## config.mk

```make
export PLATFORM = sky130hd
export DESIGN_NAME = zigzag_reorder
export DESIGN_NICKNAME = d
export VERILOG_FILES = /design/src/rtl/zigzag_reorder.sv
export SDC_FILE = /design/constraint.sdc
export NUM_CORES = 1
export LEC_CHECK = 0
export CAP_MARGIN = 40
export CORE_AREA = 2 2 284 286
export DETAILED_ROUTE_END_ITERATION = 8
export DIE_AREA = 0 0 286 288
export HOLD_SLACK_MARGIN = 0.05
export PLACE_DENSITY = 0.7
export SLEW_MARGIN = 20
export SYNTH_ARGS = -nofsm -noshare
export SYNTH_HDL_FRONTEND = slang
export SYNTH_SLANG_ARGS = --single-unit
```

## constraint.sdc

```tcl
create_clock -name clk -period 8.41 [get_ports clk]
set_input_delay 2.1025 -clock clk [delete_from_list [all_inputs] [get_ports clk]]
set_output_delay 2.1025 -clock clk [all_outputs]
set_load 0.05 [all_outputs]
```

## src/rtl/zigzag_reorder.sv

```systemverilog
`default_nettype none
// ============================================================================
// Module   : zigzag_reorder
// Function : Ping-pong buffered raster-to-zigzag reorder of 8x8 coefficient
//            blocks with AXI-Stream on both sides; ZIGZAG_PINGPONG_EN
//            selects two banks (overlapped load/drain), otherwise one bank.
// Revision : 1.0
// ============================================================================
module zigzag_reorder #(
   parameter int DATA_W = 16
) (
   input  logic              clk,
   input  logic              rst_n,
   input  logic [DATA_W-1:0] s_axis_tdata,
   input  logic              s_axis_tvalid,
   output logic              s_axis_tready,
   input  logic              s_axis_tlast,
   input  logic              s_axis_tuser,
   output logic [DATA_W-1:0] m_axis_tdata,
   output logic              m_axis_tvalid,
   input  logic              m_axis_tready,
   output logic              m_axis_tlast,
   output logic              m_axis_tuser,
   output logic              blk_err
);

`ifdef ZIGZAG_PINGPONG_EN
   localparam logic PINGPONG = 1'b1;
`else
   localparam logic PINGPONG = 1'b0;
`endif

   localparam logic [5:0] ZZ [64] = '{
      6'd0,  6'd1,  6'd8,  6'd16, 6'd9,  6'd2,  6'd3,  6'd10,
      6'd17, 6'd24, 6'd32, 6'd25, 6'd18, 6'd11, 6'd4,  6'd5,
      6'd12, 6'd19, 6'd26, 6'd33, 6'd40, 6'd48, 6'd41, 6'd34,
      6'd27, 6'd20, 6'd13, 6'd6,  6'd7,  6'd14, 6'd21, 6'd28,
      6'd35, 6'd42, 6'd49, 6'd56, 6'd57, 6'd50, 6'd43, 6'd36,
      6'd29, 6'd22, 6'd15, 6'd23, 6'd30, 6'd37, 6'd44, 6'd51,
      6'd58, 6'd59, 6'd52, 6'd45, 6'd38, 6'd31, 6'd39, 6'd46,
      6'd53, 6'd60, 6'd61, 6'd54, 6'd47, 6'd55, 6'd62, 6'd63};

   typedef enum logic [0:0] {RD_IDLE = 1'b0, RD_SEND = 1'b1} rd_state_t;

   logic [DATA_W-1:0] mem [128];
   logic [1:0]        full, full_eff, full_nx, tu;
   logic              wbank, rbank, rbank_nx, nb, started;
   logic [5:0]        wcnt, rcnt, rcnt_nx, rcnt_inc;
   rd_state_t         state, state_nx;
   logic              acc, blk_end, clr;
   logic              valid_nx, last_nx, user_nx;
   logic [DATA_W-1:0] data_nx;

   assign s_axis_tready = started & ~full[wbank];
   assign acc           = s_axis_tvalid & s_axis_tready;
   assign blk_end       = acc & (wcnt == 6'd63);
   assign nb            = PINGPONG ? ~rbank : rbank;
   assign rcnt_inc      = rcnt + 6'd1;

   // A block completing this cycle counts as full so the drain can start
   // on the same edge and the first output appears one cycle later.
   always_comb begin
      full_eff = full;
      if (blk_end) full_eff[wbank] = 1'b1;
      full_nx = full_eff;
      if (clr) full_nx[rbank] = 1'b0;
   end

   always_ff @(posedge clk) begin
      if (acc) mem[{wbank, wcnt}] <= s_axis_tdata;
   end

   always_ff @(posedge clk or negedge rst_n) begin
      if (!rst_n) begin
         started <= 1'b0;
         wcnt    <= 6'd0;
         wbank   <= 1'b0;
         tu      <= 2'b00;
         full    <= 2'b00;
         blk_err <= 1'b0;
      end else begin
         started <= 1'b1;
         full    <= full_nx;
         if (acc) begin
            wcnt <= wcnt + 6'd1;
            if (wcnt == 6'd0) tu[wbank] <= s_axis_tuser;
            if (blk_end) wbank <= PINGPONG ? ~wbank : 1'b0;
            if (s_axis_tlast != (wcnt == 6'd63)) blk_err <= 1'b1;
         end
      end
   end

   always_comb begin
      state_nx = state;
      rcnt_nx  = rcnt;
      rbank_nx = rbank;
      valid_nx = m_axis_tvalid;
      last_nx  = m_axis_tlast;
      user_nx  = m_axis_tuser;
      data_nx  = m_axis_tdata;
      clr      = 1'b0;
      case (state)
         RD_IDLE: begin
            if (full_eff[rbank]) begin
               state_nx = RD_SEND;
               rcnt_nx  = 6'd0;
               valid_nx = 1'b1;
               last_nx  = 1'b0;
               user_nx  = tu[rbank];
               data_nx  = mem[{rbank, 6'd0}];
            end
         end
         RD_SEND: begin
            if (m_axis_tvalid && m_axis_tready) begin
               if (rcnt == 6'd63) begin
                  clr      = 1'b1;
                  rbank_nx = nb;
                  rcnt_nx  = 6'd0;
                  last_nx  = 1'b0;
                  if ((nb != rbank) && full_eff[nb]) begin
                     user_nx = tu[nb];
                     data_nx = mem[{nb, 6'd0}];
                  end else begin
                     state_nx = RD_IDLE;
                     valid_nx = 1'b0;
                     user_nx  = 1'b0;
                  end
               end else begin
                  rcnt_nx = rcnt_inc;
                  last_nx = (rcnt == 6'd62);
                  user_nx = 1'b0;
                  data_nx = mem[{rbank, ZZ[rcnt_inc]}];
               end
            end
         end
         default: state_nx = RD_IDLE;
      endcase
   end

   always_ff @(posedge clk or negedge rst_n) begin
      if (!rst_n) begin
         state         <= RD_IDLE;
         rcnt          <= 6'd0;
         rbank         <= 1'b0;
         m_axis_tvalid <= 1'b0;
         m_axis_tlast  <= 1'b0;
         m_axis_tuser  <= 1'b0;
         m_axis_tdata  <= '0;
      end else begin
         state         <= state_nx;
         rcnt          <= rcnt_nx;
         rbank         <= rbank_nx;
         m_axis_tvalid <= valid_nx;
         m_axis_tlast  <= last_nx;
         m_axis_tuser  <= user_nx;
         m_axis_tdata  <= data_nx;
      end
   end

endmodule
`default_nettype wire
```

==> metrics.txt, run 1 <==
outcome=completed; DP Cell Count=4,195; commonest cells after routing, fill and taps aside=edfxtp_1 (1,024), nand2_1 (683), nand3_1 (321); pin count of the biggest net entering global routing=118; sequential share of power=31.7%; Async SR Flop Fraction=3.40%; Cells after Synth=3,176; worst path bufs/invs=3; Syn-to-layout area delta=12.2%; Sink Count=1,060; clock group share of total power=23.2%; initial antenna violation count=3; leak pwr=16.5 nW; Worst R2R Start=rcnt[0]; cell depth of the worst setup path=14; FP Rows=104; crit path cell chain=ha_1, ha_1, buf_4, clkinv_1, a21oi_1, a21oi_1, a221oi_2, or2_4, buf_4, nand3_1, nand3_1, nand4_1, nor4_2, a21oi_1; HP Class=reg2reg; Final min period=6.09 ns; cts bufs inserted=106; Sw Ratio=42.9%; first-pass GRT wire length=178,000 µm; Total GRT Usage=29.6%; max_slew headroom=38.3%; fmax=164 MHz; NetSw=8.32 mW; post-DR wirelength/cell=27.7 µm; maxcap violations=0; DRC=0; hold_sp=blk_err; R2R setup slack=2.32 ns; I/O pin count=43; number of global-route vias before repair=26.6k; Crit path top cell by count=a21oi_1; RSZ-0062 raised after global routing=no; clock tree root buffer cell=clkbuf_16; post-CTS resize count=0; Min Hold Slack=0.485 ns; CP max-delay cell=dfrtp_1; Fin. Hold Viols=0; Initial Utilization=54.3%; hold_buf cts=0; crit start category=register; slowest stage delay, CP=0.88 ns; Pint=11.1 mW; total gr overflow=0; Total Power=19.4 mW; Synthesized Nets=3,215; placeable core area=79,600 µm²; Critical R2R Capture=m_axis_tdata[5]; Worst Path Max Fanout=56; clock slew at reported path FFs=0.06 ns; number of routed nets with antenna violations=0; Yosys Warn Count=0; RePlAce Congestion=0.915; register area share after synthesis=73.2%; Clock Skew=0.0352 ns; Critical Path RT=8.93 ns; TNS Setup=0 ns; fin crit share=72.4%; synthesis-stage register bit count=1,060; Initial DRC Count=3,428; Critical Path Start=rcnt[0]; CP Capture Type=register; nets@finish=3,288; Yosys cell types=76; setup violators final=0; critical path class=reg2reg; Pwr per Cell Area=400 nW/µm²; post-route cell area=48,500 µm²; TritonRoute pass-1 iters=6; layout cell share with drive strength beyond 1=10.2%; fin cells=4,401; post-DP HPWL=73,500 µm; routed wire length=122,000 µm; die area=82,400 µm²; CTS tree=yes; post-CTS setup buffers=0; combinational fraction of design power=45.1%; Clock Latency Late Sink=0.69 ns; CTS HTree Levels=3; Via density=6.33; Peak VDD IR=0.000323 V; Placed Area=45,100 µm²; reg2reg path depth=14; I/O Buffers=42; Cell Area, Synth=43,200 µm²; final slew viol count=0; Primary FF master, synth=edfxtp_1; die height=288 µm; WP data arrival=6.61 ns; Syn Area/Cell=13.6 µm²; Longest Clk Path Bufs=3; CP top delay family=simple AND/OR/NAND/NOR gates; commonest non-fill, non-tap cell in the layout=edfxtp_1; number of flops mapped to enable cells by yosys=1,024; crit path capture=m_axis_tdata[5]; width of the die=286 µm; Vias=27.8k; Least-Margin Pin Slew=0.918 ns
## flip-flops by register name, indices dropped and copies added (netlist names)
register and count:
mem 1024, m_axis_tdata 16, rcnt 6, wcnt 6, blk_err 1, full 1
m_axis_tlast 1, m_axis_tuser 1, m_axis_tvalid 1, started 1, state 1, tu 1
## per-layer routing
layer  part of all wire [%]  vias to the layer above  wire length, µm  GRT usage, %
met5                      0                        -                0             0
met4                    4.3                        0             5190          12.3
met1                     39                    13983            47900          41.0
met2                     47                     1542            57400          47.3
li1                       -                    12055                -             -
met3                    9.4                      258            11500          4.54
## power groups by stage
stage,combinational (mW),clock (mW),sequential [mW]
floorplan,5.72,0,6.24
global placement,8.39,0,6.22
detailed placement,8.58,0,6.23
CTS,8.61,4.54,6.12
global route,9.30,4.73,6.13
finish,8.74,4.50,6.14
## final cells by class
class                           instances  area [µm²]
Clock inverter                         69         542
Multi-Input combinational cell       1889       10600
Timing Repair Buffer                  177        1530
Tap cell                             1060        1330
Sequential cell                      1060       31700
Clock buffer                          129        2780
Antenna cell                            2        5.00
Inverter                               15        56.3
Fill cell                            6001       31100
## cell families after synthesis
| kind of cell | Yosys count | share of synthesized area (%) |
|---|---|---|
| compound gates | 387 | 6.19 |
| xor+xnor | 12 | 0.278 |
| fa+ha+maj | 17 | 0.492 |
| buf+inv | 227 | 2.45 |
| flops | 1060 | 73.2 |
| mux | 166 | 3.92 |
| other cells | 1 | 0.00868 |
| simple gates | 1306 | 13.4 |
## stage by stage
stage | worst slack [ns] | util, %
6_report | 2.32 | 60.9
5_1_grt | 2.04 | 60.9
4_1_cts | 2.33 | 60.8
3_5_place_dp | 2.36 | 56.6
3_3_place_gp | 1.88 | 56.3
2_1_floorplan | 4.57 | -
## cells in the mapped netlist (all sizes together) (6+ instances only)
library cell	count	area, µm²
a311o	14	140
clkbuf	121	454
and4	14	125
nand2	684	2570
nor4	17	113
nand4	27	169
a22oi	18	135
o22ai	39	244
inv	14	52.6
nand2b	9	56.3
and3	57	357
dfrtp	36	901
o21ai	50	250
mux2i	157	1570
nor3	12	60.1
mux2	7	78.8
a311oi	27	236
nand3	322	1620
a221oi	18	164
xnor2	9	93.8
buf	91	547
a211oi	59	443
a31oi	39	244
nor2	131	494
edfxtp	1024	30700
a32oi	6	52.6
a21oi	59	295
ha	17	213
a21boi	30	229
## how the worst min path moves through the flow
stage | to | slack, ns | cells after the start
after detailed placement | blk_err | 0.47 | 1
after global routing | blk_err | 0.50 | 1
after floorplan | m_axis_tuser | 0.44 | 2
after global placement | m_axis_tuser | 0.46 | 2
after CTS | m_axis_tuser | 0.49 | 2
final | blk_err | 0.48 | 1
Power figures use the tool's default switching activity.
==> inputs of run 2 (changes only) <==
--- a/config.mk
+++ b/config.mk
@@ -10,7 +10,7 @@
 export DETAILED_ROUTE_END_ITERATION = 8
 export DIE_AREA = 0 0 286 288
 export HOLD_SLACK_MARGIN = 0.05
-export PLACE_DENSITY = 0.7
+export PLACE_DENSITY = 0.72
 export SLEW_MARGIN = 20
 export SYNTH_ARGS = -nofsm -noshare
 export SYNTH_HDL_FRONTEND = slang
==> constraint.sdc (replaced) <==
create_clock -name clk -period 5.5 [get_ports clk]
set_input_delay 1.375 -clock clk [delete_from_list [all_inputs] [get_ports clk]]
set_output_delay 1.375 -clock clk [all_outputs]
set_load 0.05 [all_outputs]
==> run 2 against run 1 <==
  * Power grew 52%
  * Worst hold slack worse by 0.010 ns
  * Sequential cell count unchanged
  * Non-clock buffer count shrank 1
  * Cell area about the same
  * First-iteration DRC count shrank 4.8%
  * Core utilization is essentially flat
  * Setup slack worse by 2.1 ns
  * Routed wire length fell by 6.3%
  * Critical path type unchanged
  * Largest cell class unchanged
==> metrics.txt, run 2 (synthesis results as in run 1) <==
hold_sp=blk_err; clock slew at reported path FFs=0.06 ns; max reg flops=1,024; I/O pin count=43; placeable core area=79,600 µm²; CTS HTree Levels=3; post-DR wirelength/cell=26.0 µm; leak pwr=16.5 nW; pin count of the biggest net entering global routing=138; FP Rows=104; Total GRT Usage=27.6%; post-CTS setup buffers=0; Most Used Layer, Global Route=met2; post-CTS resize count=0; top flop regs=mem (1024), m_axis_tdata (16); Worst R2R Start=rcnt[0]; Via density=6.30; Most flops, register=mem; Fin. Hold Viols=0; nets@finish=3,286; Final min period=5.27 ns; Critical Path RT=6.03 ns; TritonRoute pass-1 iters=7; Total Power=29.5 mW; Initial DRC Count=3,262; Vias=27.7k; HP Class=reg2reg; fmax=190 MHz; footprint of the multi-input gates=10,600 µm²; met2 global-route usage=45.5%; maxcap violations=0; commonest non-fill, non-tap cell in the layout=edfxtp_1; first-pass GRT wire length=169,000 µm; cts bufs inserted=105; Initial Utilization=54.3%; clock tree root buffer cell=clkbuf_16; I/O Buffers=42; Critical Path Start=rcnt[0]; Pwr per Cell Area=608 nW/µm²; RePlAce Congestion=0.944; number of routed nets with antenna violations=0; met1 GRT Util=36.4%; commonest cells after routing, fill and taps aside=edfxtp_1 (1,024), nand2_1 (683), nand3_1 (321); Least-Margin Pin Slew=0.872 ns; WP data arrival=5.80 ns; width of the die=286 µm; fin crit share=95.9%; Peak VDD IR=0.000695 V; RSZ-0062 raised after global routing=no; critical path class=reg2reg; post-DP HPWL=68,700 µm; setup violators final=0; Sink Count=1,060; initial antenna violation count=5; CTS tree=yes; TNS Setup=0 ns; met3 global-route usage=4.71%; fillers=5,964; number of global-route vias before repair=26.8k; routed wire length=114,000 µm; Clock Latency Late Sink=0.67 ns; layout cell share with drive strength beyond 1=9.93%; die height=288 µm; total gr overflow=0; Clock Skew=0.0378 ns; final slew viol count=0; DRC=0; max_slew headroom=41.8%; CP Capture Type=register; hold_buf cts=0; crit start category=register; Syn-to-layout area delta=12.2%; die area=82,400 µm²; outcome=completed; Reg area=31,700 µm²; Worst Path Max Fanout=137; Longest Clk Path Bufs=3
[run 2: cell types whose count changed in the layout (fill, tap and decap cells not counted), sizes merged]
cell,previous run,this run
clkdlybuf4s18,1,0
clkinv,57,46
diode,2,1
clkbuf,129,132
inv,19,18
bufinv,5,9
[run 2: metrics by stage]
stage	setup slack [ns]	instances	hold slack [ns]	area, µm²	util (%)
after floorplan	1.73	3176	0.444	43200	-
after global placement	-0.00957	4190	0.458	45000	56.5
after detailed placement	0.361	4199	0.473	45100	56.6
after CTS	0.360	4392	0.486	48500	60.9
after global routing	0.0252	4393	0.524	48500	60.9
final	0.225	4394	0.474	48500	60.9
[run 2: layout make-up]
type / count / share of cell area [%]
repair buffers: 176 / 3.14
inverters: 15 / 0.116
diodes: 1 / 0.00516
multi-input cells: 1889 / 21.8
clock buffers: 132 / 5.75
clock inverters: 61 / 1.19
well taps: 1060 / 2.73
flip-flops and latches: 1060 / 65.2
[run 2: path summary, 6_finish.rpt]
kind | depth (start not counted) | to | slack (ns)
setup / recovery | 14 | m_axis_tdata[4] | 0.23
hold / removal | 1 | blk_err | 0.47
setup reg to reg | 14 | m_axis_tdata[4] | 0.23
hold reg to reg | 1 | blk_err | 0.47
max in group asynchronous | 2 | m_axis_tdata[7] | 4.25
min in group asynchronous | 1 | m_axis_tdata[13] | 0.69
[run 2: power by group]
part	total (mW)	leakage (nW)	internal [mW]	switching [mW]
clock network	6.97	1.65	4.02	2.95
registers	9.31	9.64	9.09	0.227
logic	13.2	5.24	4.07	9.16
total	29.5	16.5	17.2	12.3
[run 2: worst max-delay path: stages (launching register included)]
cell	delay, ns
dfrtp_1	0.38
ha_1	0.29
ha_1	0.63
clkinv_1	0.43
o21ai_0	0.23
o2111ai_1	0.13
mux4_4	0.88
buf_12	0.36
nand2_1	0.21
nand3_1	0.10
nand3_1	0.19
nand4_1	0.21
nor4_1	0.57
buf_2	0.28
a21oi_1	0.08
[run 2: metal layers]
layer  part of all wire (%)  vias up
li1                       -    12054
met3                    9.2      274
met4                    4.5        6
met1                     38    13824
met2                     49     1503
met5                  0.031        -
